**config.mk**
```make
export PLATFORM = sky130hd
export DESIGN_NAME = pq_dequeue_interface
export DESIGN_NICKNAME = d
export VERILOG_FILES = /design/src/rtl/pq_dequeue_interface.sv
export SDC_FILE = /design/constraint.sdc
export NUM_CORES = 1
export LEC_CHECK = 0
export BUFFER_PORTS_ARGS = -buffer_cell sky130_fd_sc_hd__buf_2
export CAP_MARGIN = 25
export CORE_ASPECT_RATIO = 1.4
export CORE_UTILIZATION = 44
export DETAILED_ROUTE_END_ITERATION = 12
export PLACE_DENSITY = 0.74
export SETUP_SLACK_MARGIN = 0.4
export SYNTH_ARGS = -nofsm -noshare
export SYNTH_HDL_FRONTEND = slang
export SYNTH_SLANG_ARGS = --single-unit
export TNS_END_PERCENT = 20
```
**constraint.sdc**
```tcl
create_clock -name clk -period 1.5 [get_ports clk]
set_input_delay 0.15 -clock clk [delete_from_list [all_inputs] [get_ports clk]]
set_output_delay 0.15 -clock clk [all_outputs]
set_load 0.01 [all_outputs]
```
**src/rtl/pq_dequeue_interface.sv**
```systemverilog
// Bus-read front end for a priority queue: one dequeue per request, timeout error response.
// Optional PQ_EMPTY_RESP_EN: answer requests against an empty queue with an all-ones/rempty response.
module pq_dequeue_interface #(
    parameter int KW = 8,
    parameter int VW = 4
) (
    input  logic             clk,
    input  logic             rst,
    input  logic             rreq_in,
    input  logic             rrdy_in,
    output logic [KW+VW-1:0] rdata_out,
    output logic             rvalid_out,
    output logic             rerr_out,
    output logic             rempty_out,
    input  logic             pq_rdy_in,
    input  logic             pq_empty_in,
    output logic             pq_deq_out,
    input  logic [KW+VW-1:0] pq_data_in,
    input  logic             pq_valid_in,
    output logic [1:0]       state_out
);
    // state     | meaning
    // S_IDLE    | waiting for a bus read request
    // S_PQWAIT  | request accepted, queue not ready for a dequeue
    // S_CAPTURE | dequeue strobed, waiting for pq_valid_in or timeout
    // S_PRESENT | response on the bus until rrdy_in
    localparam int W = KW + VW;

    typedef enum logic [1:0] {
        S_IDLE    = 2'd0,
        S_PQWAIT  = 2'd1,
        S_CAPTURE = 2'd2,
        S_PRESENT = 2'd3
    } state_t;

    state_t       state, state_nxt;
    logic [W-1:0] rdata_nxt;
    logic         rvalid_nxt, rerr_nxt, rempty_nxt, deq_nxt;
    logic [3:0]   tmo_cnt, tmo_nxt;

    always_ff @(posedge clk) begin
        if (rst) begin
            state      <= S_IDLE;
            rdata_out  <= '0;
            rvalid_out <= 1'b0;
            rerr_out   <= 1'b0;
            rempty_out <= 1'b0;
            pq_deq_out <= 1'b0;
            tmo_cnt    <= 4'd0;
        end else begin
            state      <= state_nxt;
            rdata_out  <= rdata_nxt;
            rvalid_out <= rvalid_nxt;
            rerr_out   <= rerr_nxt;
            rempty_out <= rempty_nxt;
            pq_deq_out <= deq_nxt;
            tmo_cnt    <= tmo_nxt;
        end
    end

    always_comb begin
        state_nxt  = state;
        rdata_nxt  = rdata_out;
        rvalid_nxt = rvalid_out;
        rerr_nxt   = rerr_out;
        rempty_nxt = rempty_out;
        deq_nxt    = 1'b0;
        tmo_nxt    = tmo_cnt;
        case (state)
            S_IDLE: begin
                rdata_nxt  = '0;
                rvalid_nxt = 1'b0;
                rerr_nxt   = 1'b0;
                rempty_nxt = 1'b0;
                if (rreq_in) begin
                    if (!pq_empty_in) begin
                        if (pq_rdy_in) begin
                            deq_nxt   = 1'b1;
                            tmo_nxt   = 4'd0;
                            state_nxt = S_CAPTURE;
                        end else begin
                            state_nxt = S_PQWAIT;
                        end
                    end
`ifdef PQ_EMPTY_RESP_EN
                    else begin
                        rdata_nxt  = '1;
                        rempty_nxt = 1'b1;
                        rvalid_nxt = 1'b1;
                        state_nxt  = S_PRESENT;
                    end
`endif
                end
            end
            S_PQWAIT: begin
                if (pq_rdy_in) begin
                    deq_nxt   = 1'b1;
                    tmo_nxt   = 4'd0;
                    state_nxt = S_CAPTURE;
                end
            end
            S_CAPTURE: begin
                if (pq_valid_in) begin
                    rdata_nxt  = pq_data_in;
                    rerr_nxt   = 1'b0;
                    rvalid_nxt = 1'b1;
                    state_nxt  = S_PRESENT;
                end else if (tmo_cnt == 4'd14) begin
                    // this is the 15th cycle without data; the count reaches 15 on exit
                    tmo_nxt    = 4'd15;
                    rdata_nxt  = '0;
                    rerr_nxt   = 1'b1;
                    rvalid_nxt = 1'b1;
                    state_nxt  = S_PRESENT;
                end else begin
                    tmo_nxt = tmo_cnt + 4'd1;
                end
            end
            S_PRESENT: begin
                if (rrdy_in) begin
                    rdata_nxt  = '0;
                    rvalid_nxt = 1'b0;
                    rerr_nxt   = 1'b0;
                    rempty_nxt = 1'b0;
                    state_nxt  = S_IDLE;
                end
            end
            default: state_nxt = S_IDLE;
        endcase
    end

    assign state_out = state;

endmodule

```
==> impl_metrics.json <==
{
  "status": "completed",
  "postSynthAreaPerCell_um2": 8.518,
  "mostFrequentLayoutCells": "buf_2, buf_4, dfxtp_1",
  "rows": 21,
  "drt-vias-per-instance": 5.146,
  "routed_wl_mm": 2.855,
  "worst-setup-path-type": "register to register",
  "grt_pass1_vias": 1066,
  "grt.overflow.total": 0,
  "ant_nets": 0,
  "final_common_cell": "buf_2",
  "synth_cells": 130,
  "crit_path_end_kind": "register",
  "clk_latency_ns": 0.30,
  "drc": 0,
  "rsz0062_at_grt": "true",
  "place_area_um2": 1405,
  "maxCapViolCount": 0,
  "layout.nets": 212,
  "cp_max_fo": 12,
  "total_leakage_power_nw": 0.7124,
  "grt.total_usage": 0.2259,
  "worstSetupStartpointType": "register",
  "clkTransAtPathRegs_ns": 0.12,
  "final_cells": 219,
  "hold_path.class": "input pin to register",
  "place_congestion": 0.8166,
  "io_buffers": 35,
  "power_density_nw_per_um2": 1562,
  "core-area_um2": 2391,
  "grt_pass1_wl_mm": 4.526,
  "nFillCells": 191,
  "clock-root-buffer": "clkbuf_4",
  "vias": 1127,
  "dpl.cell_count": 204,
  "dr.pass1.iters": 4,
  "die_area_um2": 2724,
  "avgRoutedWirePerCell_um": 13.04,
  "drtIter0Drc": 41,
  "fin_crit_ns": 1.485,
  "die_width_um": 44.40,
  "dp_hpwl_mm": 1.884,
  "worst-endpoint-arrival_ns": 1.74,
  "hold_buffers": 0,
  "ys_types": 35,
  "initial_core_util": 0.4631,
  "die-height_um": 61.36,
  "fmaxAchievable_mhz": 673.4,
  "diodes": 0,
  "clockBufferDepth": 2,
  "htree_levels": 1,
  "crit_required_ns": 1.75,
  "ir_drop_v": 0.001318,
  "numCtsBuffers": 3,
  "syn_nets": 156,
  "netlist_area_um2": 1107,
  "hold_viol": 0,
  "yosysWarnings": 0,
  "hold_ws_ns": 0.05493,
  "clock_skew_ns": 0.006168,
  "ys_ff_latch": 21,
  "slew_violations": 0,
  "grt_max_degree": 13,
  "design_area_um2": 1670,
  "layout-drive-gt1-share": 0.5027,
  "antenna_found_initial": 0,
  "ios": 37,
  "setup_violations": 0,
  "cts_sinks": 21,
  "fin_crit_sh": 0.9900,
  "syn2layout_area_growth_pct": 50.85,
  "ys_seq_area_frac": 0.3797,
  "cts_tree": "built"
}
-- state kept, by name, indices dropped and copies added (netlist names) --
name        count
pq_deq_out      1
rdata_out      12
rerr_out        1
rvalid_out      1
state_out       2
tmo_cnt         4
-- logic make-up (layout without fill, tap and decap cells) --
kind of cell	count (synthesis)	count (layout)	synth area share
multiplexers	4	4	0.03729
AO/OA/AOI/OAI	35	35	0.2170
buffers and inverters	16	71	0.07117
AND/OR/NAND/NOR	46	46	0.2124
other	1	1	0.003387
flip-flops	21	21	0.3797
adder cells (fa/ha/maj)	7	7	0.07909
-- layout make-up --
| class | count | area [µm²] | share of cell area |
|---|---|---|---|
| Clock buffer | 3 | 22.52 | 0.01348 |
| Sequential cell | 21 | 429.2 | 0.2569 |
| Timing Repair Buffer | 58 | 406.6 | 0.2434 |
| Multi-Input combinational cell | 93 | 725.7 | 0.4345 |
| Tap cell | 34 | 42.54 | 0.02547 |
| Inverter | 9 | 38.79 | 0.02322 |
| Clock inverter | 1 | 5.005 | 0.002996 |
-- stage by stage --
| step | total power, W | setup slack (ns) | TNS (ns) | util |
|---|---|---|---|---|
| after floorplan | 0.001399 | -0.03336 | -0.3983 | - |
| after global placement | 0.001682 | 0.01721 | 0 | 0.5877 |
| after detailed placement | 0.001711 | -0.04676 | -0.2908 | 0.5877 |
| after CTS | 0.002507 | 0.001763 | 0 | 0.6677 |
| after global routing | 0.002750 | -0.05945 | -0.6676 | 0.6986 |
| final | 0.002609 | 0.01498 | 0 | 0.6986 |
-- synth_stat cells --
| cell type | instances | area [µm²] |
|---|---|---|
| inv_1 | 9 | 33.78 |
| nor3_1 | 1 | 5.000 |
| dfxtp_1 | 21 | 420.4 |
| o32ai_1 | 1 | 8.760 |
| conb_1 | 1 | 3.750 |
| nand2b_1 | 4 | 25.02 |
| buf_2 | 3 | 15.01 |
| buf_4 | 2 | 15.01 |
| and3_1 | 1 | 6.260 |
| nor2_1 | 2 | 7.510 |
| o31ai_1 | 1 | 7.510 |
| o21ai_1 | 8 | 40.04 |
| nand3_2 | 1 | 10.01 |
| nor2b_4 | 1 | 13.76 |
| nand3_1 | 17 | 85.08 |
| mux2_2 | 1 | 11.26 |
| nor2b_1 | 2 | 12.51 |
| a21oi_1 | 7 | 35.03 |
| a21oi_2 | 1 | 8.760 |
| a211o_1 | 1 | 8.760 |
| nor3_2 | 1 | 10.01 |
| a211oi_1 | 1 | 7.510 |
| buf_6 | 1 | 11.26 |
| a311oi_1 | 1 | 8.760 |
| ha_1 | 7 | 87.58 |
| nand2_1 | 16 | 60.06 |
| o21ai_0 | 8 | 40.04 |
| a21bo_2 | 1 | 10.01 |
| a22oi_2 | 1 | 12.51 |
| o2111ai_1 | 1 | 8.760 |
| a21boi_1 | 1 | 7.510 |
| a221oi_4 | 1 | 26.28 |
| o211a_1 | 1 | 10.01 |
| mux2i_1 | 3 | 30.03 |
| clkbuf_1 | 1 | 3.750 |
-- routing by layer --
metal  vias up  GRT usage  wire [µm]
met4         0    0.09091         20
met2        38     0.4370       1601
met3         2    0.02639        146
met1       528     0.2441       1087
met5         -          0          0
li1        559          -          -
-- critical path, stage by stage, from the launching register on --
cell and delay, ns:
dfxtp_4 0.40, inv_6 0.05, ha_4 0.17, nor2b_4 0.14
a221oi_4 0.23, buf_6 0.18, buf_16 0.13, nand3_1 0.07
o21ai_1 0.07
-- path summary, 6_finish.rpt --
path                                           startpoint                        end  slack [ns]  cells past startpoint
worst max-delay path            state_out[0]$_SDFFE_PP0P_  rdata_out[9]$_SDFFE_PP0P_        0.01                      8
worst min-delay path                        pq_data_in[9]  rdata_out[9]$_SDFFE_PP0P_        0.05                      3
worst max register to register  state_out[0]$_SDFFE_PP0P_  rdata_out[9]$_SDFFE_PP0P_        0.01                      8
worst min register to register  rdata_out[4]$_SDFFE_PP0P_  rdata_out[4]$_SDFFE_PP0P_        0.46                      2
-- where the power goes --
part	total (W)	switching, W	internal, W
combinational	0.00164	0.000727	0.000913
clock	0.000278	0.000178	0.0000995
sequential	0.000692	0.0000614	0.000631
total	0.00261	0.000966	0.00164
-- timing repair --
action / in CTS / in global routing
pin swaps: 3 / 6
setup buffers: 9 / 0
cloned: 2 / 0
setup endpoints to repair: 20 / 21
gates resized for setup: 13 / 21
Power figures use the tool's default switching activity.
